$ cat src/rtl/lcd_responder.sv
// lcd_responder: receive-side HD44780-subset model driven by the bit-banged LCD register word.
//   clk_i        system clock
//   rst_i        synchronous active-high reset; also starts a DDRAM fill
//   lcd_i        LCD register word: [31] ON, [10] EN, [9] RS, [8] RW, [7:0] DATA
//   rd_addr_i    DDRAM debug read address in LCD address space
//   rd_data_o    DDRAM byte at rd_addr_i, one cycle later
//   lcd_rdata_o  {busy, AC} while RW is driven high, else 0
//   busy_o       an operation (exec countdown or clear sweep) is in progress
//   disp_on_o    display-on bit
//   ac_o         address counter
//   wr_strobe_o  one-cycle pulse per DDRAM data write
//   err_o        sticky: a strobe arrived while busy
module lcd_responder #(
    parameter int         EXEC_CYCLES = 4,
    parameter int         HOME_CYCLES = 16,
    parameter logic [7:0] FILL_CHAR   = 8'h20
) (
    input  logic        clk_i,
    input  logic        rst_i,
    input  logic [31:0] lcd_i,
    input  logic [6:0]  rd_addr_i,
    output logic [7:0]  rd_data_o,
    output logic [7:0]  lcd_rdata_o,
    output logic        busy_o,
    output logic        disp_on_o,
    output logic [6:0]  ac_o,
    output logic        wr_strobe_o,
    output logic        err_o
);
    typedef enum logic [1:0] {IDLE, EXEC, CLEAR} state_t;

    state_t      state, state_n;
    logic [31:0] lcd_q;
    logic [15:0] cnt, cnt_n;
    logic [6:0]  ac, ac_n, widx;
    logic [7:0]  wdata;
    logic        id, id_n, disp, disp_n, err, err_n, we, wr_n;
    logic [7:0]  mem [0:79];
    logic        unused_bits;

    // line 2 (0x40-0x67) is packed directly after the 40 cells of line 1
    function automatic logic [6:0] to_idx(input logic [6:0] a);
        return a[6] ? {1'b0, a[5:0]} + 7'd40 : a;
    endfunction

    // a column past 0x27 on either line lands at the start of the other line
    function automatic logic [6:0] norm(input logic [6:0] a);
        return (a[5:0] > 6'h27) ? {~a[6], 6'h00} : a;
    endfunction

    function automatic logic [6:0] step(input logic [6:0] a, input logic inc);
        return inc ? (a == 7'h27 ? 7'h40 : a == 7'h67 ? 7'h00 : a + 7'd1)
                   : (a == 7'h00 ? 7'h67 : a == 7'h40 ? 7'h27 : a - 7'd1);
    endfunction

    // EN falling edge on a powered, write-direction word; RW=1 strobes are pure reads
    wire       strobe = lcd_q[10] & ~lcd_i[10] & lcd_q[31] & ~lcd_q[8];
    wire [7:0] dat    = lcd_q[7:0];

    assign unused_bits = ^lcd_q[30:11];
    assign busy_o      = state != IDLE;
    assign ac_o        = ac;
    assign disp_on_o   = disp;
    assign err_o       = err;
    assign lcd_rdata_o = lcd_i[8] ? {busy_o, ac} : 8'h00;

    always_comb begin
        state_n = state;
        cnt_n   = cnt;
        ac_n    = ac;
        id_n    = id;
        disp_n  = disp;
        err_n   = err;
        we      = 1'b0;
        wr_n    = 1'b0;
        widx    = to_idx(ac);
        wdata   = dat;
        case (state)
            IDLE: begin
                if (strobe && (lcd_q[9] || dat != 8'h00)) begin
                    state_n = EXEC;
                    cnt_n   = 16'(EXEC_CYCLES - 1);
                    if (lcd_q[9]) begin
                        we   = 1'b1;
                        wr_n = 1'b1;
                        ac_n = step(ac, id);
                    end else if (dat[7]) begin
                        ac_n = norm(dat[6:0]);
                    end else if (dat[6:4] != 3'b000) begin
                        ac_n = ac;
                    end else if (dat[3]) begin
                        disp_n = dat[2];
                    end else if (dat[2]) begin
                        id_n = dat[1];
                    end else if (dat[1]) begin
                        ac_n  = 7'h00;
                        cnt_n = 16'(HOME_CYCLES - 1);
                    end else begin
                        state_n = CLEAR;
                        cnt_n   = 16'd0;
                    end
                end
            end
            EXEC: begin
                err_n   = err | strobe;
                cnt_n   = cnt - 16'd1;
                state_n = (cnt == 16'd0) ? IDLE : EXEC;
            end
            CLEAR: begin
                err_n = err | strobe;
                we    = 1'b1;
                widx  = cnt[6:0];
                wdata = FILL_CHAR;
                cnt_n = cnt + 16'd1;
                if (cnt == 16'd79) begin
                    state_n = IDLE;
                    ac_n    = 7'h00;
                    id_n    = 1'b1;
                end
            end
            default: state_n = IDLE;
        endcase
    end

    always_ff @(posedge clk_i) begin
        if (rst_i) begin
            state       <= CLEAR;
            cnt         <= 16'd0;
            ac          <= 7'h00;
            id          <= 1'b1;
            disp        <= 1'b0;
            err         <= 1'b0;
            wr_strobe_o <= 1'b0;
            lcd_q       <= 32'h0;
            rd_data_o   <= 8'h00;
        end else begin
            state       <= state_n;
            cnt         <= cnt_n;
            ac          <= ac_n;
            id          <= id_n;
            disp        <= disp_n;
            err         <= err_n;
            wr_strobe_o <= wr_n;
            lcd_q       <= lcd_i;
            rd_data_o   <= (rd_addr_i[5:0] < 6'd40) ? mem[to_idx(rd_addr_i)] : FILL_CHAR;
        end
    end

    always_ff @(posedge clk_i) begin
        if (we && !rst_i) mem[widx] <= wdata;
    end
endmodule
$ cat config.mk
export PLATFORM = sky130hd
export DESIGN_NAME = lcd_responder
export DESIGN_NICKNAME = d
export VERILOG_FILES = /design/src/rtl/lcd_responder.sv
export SDC_FILE = /design/constraint.sdc
export NUM_CORES = 1
export LEC_CHECK = 0
export CORE_MARGIN = 4
export CORE_UTILIZATION = 51
export CTS_BUF_LIST = sky130_fd_sc_hd__clkbuf_8
export CTS_CLUSTER_SIZE = 24
export DETAILED_ROUTE_END_ITERATION = 16
export PLACE_DENSITY_LB_ADDON = 0.12
export SETUP_SLACK_MARGIN = 0.2
export SKIP_CTS_REPAIR_TIMING = 1
export SYNTH_ARGS = -nofsm -noshare
export SYNTH_HDL_FRONTEND = slang
export SYNTH_SLANG_ARGS = --single-unit
$ cat constraint.sdc
create_clock -name clk_i -period 5.5 [get_ports clk_i]
set_input_delay 1.1 -clock clk_i [delete_from_list [all_inputs] [get_ports clk_i]]
set_output_delay 1.1 -clock clk_i [all_outputs]
set_load 0.05 [all_outputs]
==> impl_results.md <==
- Status: complete, no violations
- P&R area growth vs syn: 13.54%
- Post-layout util: 58.95%
- Global-route wire length before repair: 96,140 um
- Largest net degree at the start of global routing: 70
- Final Skew: 0.03086 ns
- Total GRT Usage: 21.89%
- Fillers: 4,120
- Synth area leader: edfxtp_1
- WL met3: 4263 um
- CP Class: primary input to output pin
- Hold_sp: cnt[15]
- Total Wirelength: 64,040 um
- HP Class: flop to flop
- Max Clk Rate: 264.1 MHz
- Initial antenna violation count: 1
- Max rail drop VDD: 241.0 uV
- Clock sink total: 689
- Unrepaired setup endpoints after global routing: no
- Die extent in y: 243.2 um
- Share of layout cells above drive strength 1: 23.12%
- Skew-Pair Late Insertion Delay: 0.72 ns
- Root Driver: clkbuf_8
- Most common cell in the netlist: edfxtp_1
- Top sig layer: met4
- DR WL met2: 29,960 um
- Number of flops mapped to enable cells by yosys: 640
- Clock slew at reported path FFs: 0.06 ns
- TNS Setup: 0 ns
- Number of global-route vias before repair: 14,930
- Worst setup EP type: output pin
- Final net count: 1,785
- Top cell type's share of synthesized area: 68.11%
- CP Launch Type: primary input
- Leakage: 10.71 nW
- Post-synth ARST share: 0%
- Hold Path Stages: 2
- # rows: 85
- Met1 Wirelength: 28,340 um
- Post-route ant nets: 0
- DIE WIDTH: 243.2 um
- Initial DRC Count: 1,465
- Core ar.: 54,350 sq um
- Max H-tree Level: 3
- Tmin final: 3.787 ns
- CP max FO: 9
- Die area: 59,150 sq um
- GR Overflow Total: 0
- Setup violations, final: 0
- Worst Path Required: 4.40 ns
- Max Buffers Root-to-Sink: 3
- Synth Flop Type: edfxtp_1
- Reg2Reg Depth: 8
- Synth warnings: 0
- Drt drc: 0
- Worst Hold Endpoint: cnt[15]
- PD cells: 384.9 nW/um^2
- CTS tree: done
- First-pass DRT Iterations: 5
- Pre-CTS WS: 1.025 ns
- Vias per cell: 5.867
- Mean Syn Cell Area: 18.37 sq um
- Syn Nets: 1,603
- Reg2Reg Launch Point: state[0]
- Syn Std Cell Area: 28,220 sq um
- Ports: 68
- Multi-input gate area: 7602 sq um
- WL/cell: 25.22 um
- #FFs+latches synth: 689
- R2R setup slack: 1.73 ns
- Port bufs: 47
- Final cycle utilization of the critical path: 68.85%
- Vias: 14,900
- Top post-synthesis cells by count: edfxtp_1, mux4_2, nor2_1
- Register area: 20,200 sq um
- Worst R2R End: mem[26][3]
- Initial Utilization: 51.92%
- Max Cap Viol: 0
- Tightest Pin Transition: 1.310 ns
- Cell count after synthesis: 1,536
- Synth area leaders: edfxtp_1, mux4_2, dfxtp_1, mux2i_1, nor2_1
- Final Worst Setup Slack: 1.713 ns
- CTS Buf Count: 108
- Slew Limit Headroom: 12.49%
- Critical Path AT: 2.69 ns
- Endpoints failing hold: 0
- Hpwl dp: 40,040 um
- Hold_ws: 0.4847 ns
- Slew Limit Fails: 0
- Post-synthesis cell type count: 63
- Sequential element share of the synthesized area: 71.59%
- Routability cong.: 0.8615
==> cells in the final DEF, fill, tap and decap left out, types with 32 or more instances in the layout <==
cell type	Yosys	routed
nor2_1	127	127
mux2i_1	57	57
inv_1	16	55
edfxtp_1	640	640
clkdlybuf4s50_1	0	44
a21oi_1	48	48
clkbuf_8	0	111
nor3_1	32	32
mux4_2	170	170
nand2_1	62	62
dfxtp_1	49	49
buf_4	13	101
==> worst max path at each step <==
stage                            start              to  slack (ns)  cells past startpoint
after global placement    rd_addr_i[6]    rd_data_o[4]        0.99                      8
final                         lcd_i[8]  lcd_rdata_o[7]        1.71                      3
after detailed placement  rd_addr_i[6]    rd_data_o[4]        1.02                      8
after floorplan               state[0]       mem[0][1]        1.91                      5
after CTS                     lcd_i[8]  lcd_rdata_o[7]        1.70                      3
after global routing          state[0]      mem[26][3]        1.51                      8
==> worst max-delay path, cell delays in order <==
cell and delay [ns]:
clkdlybuf4s50_1 0.60, nor2b_1 0.18, clkdlybuf4s50_1 0.81
==> registers in the layout (all words and copies together), names as in the netlist <==
| signal | count |
|---|---|
| ac_o | 7 |
| cnt | 16 |
| disp_on_o | 1 |
| err_o | 1 |
| id | 1 |
| lcd_q | 12 |
| mem | 640 |
| rd_data_o | 8 |
| state | 2 |
| wr_strobe_o | 1 |
==> per-layer routing <==
metal	track usage, %	up-vias
li1	-	6590
met1	32.84	7683
met2	33.83	518
met3	3.907	106
met4	5.738	0
met5	0	-
==> final cells by class <==
type | count | area share (%)
Clock inverter | 80 | 1.457
Sequential cell | 689 | 63.05
Multi-Input combinational cell | 755 | 23.73
Clock buffer | 111 | 4.769
Antenna cell | 1 | 0.007811
Timing Repair Buffer | 148 | 3.913
Tap cell | 739 | 2.886
Inverter | 16 | 0.1875
==> through the flow <==
step                      std cells  total power [mW]  instance area, sq um
after detailed placement       2347             8.433                 30040
after global routing           2539             12.88                 32040
final                          2539             12.33                 32040
after global placement         2347             8.383                 30040
after floorplan                1536             7.739                 28220
after CTS                      2538             12.43                 32030
==> kinds of logic after synthesis <==
| family | share of synthesized area (%) |
|---|---|
| flops | 71.59 |
| buf+inv | 1.729 |
| mux | 15.63 |
| simple gates | 5.703 |
| fa+ha+maj | 1.180 |
| compound gates | 3.366 |
| xor+xnor | 0.8026 |
==> where the power goes <==
group          leakage [nW]  switching (mW)  total, mW  internal, mW
Sequential             6.27          0.0916       6.22          6.13
Combinational          3.27            1.41       2.11         0.699
Clock                  1.16            1.98       4.01          2.03
Total                  10.7            3.48       12.3          8.85
(Power assumes the default switching activity.)
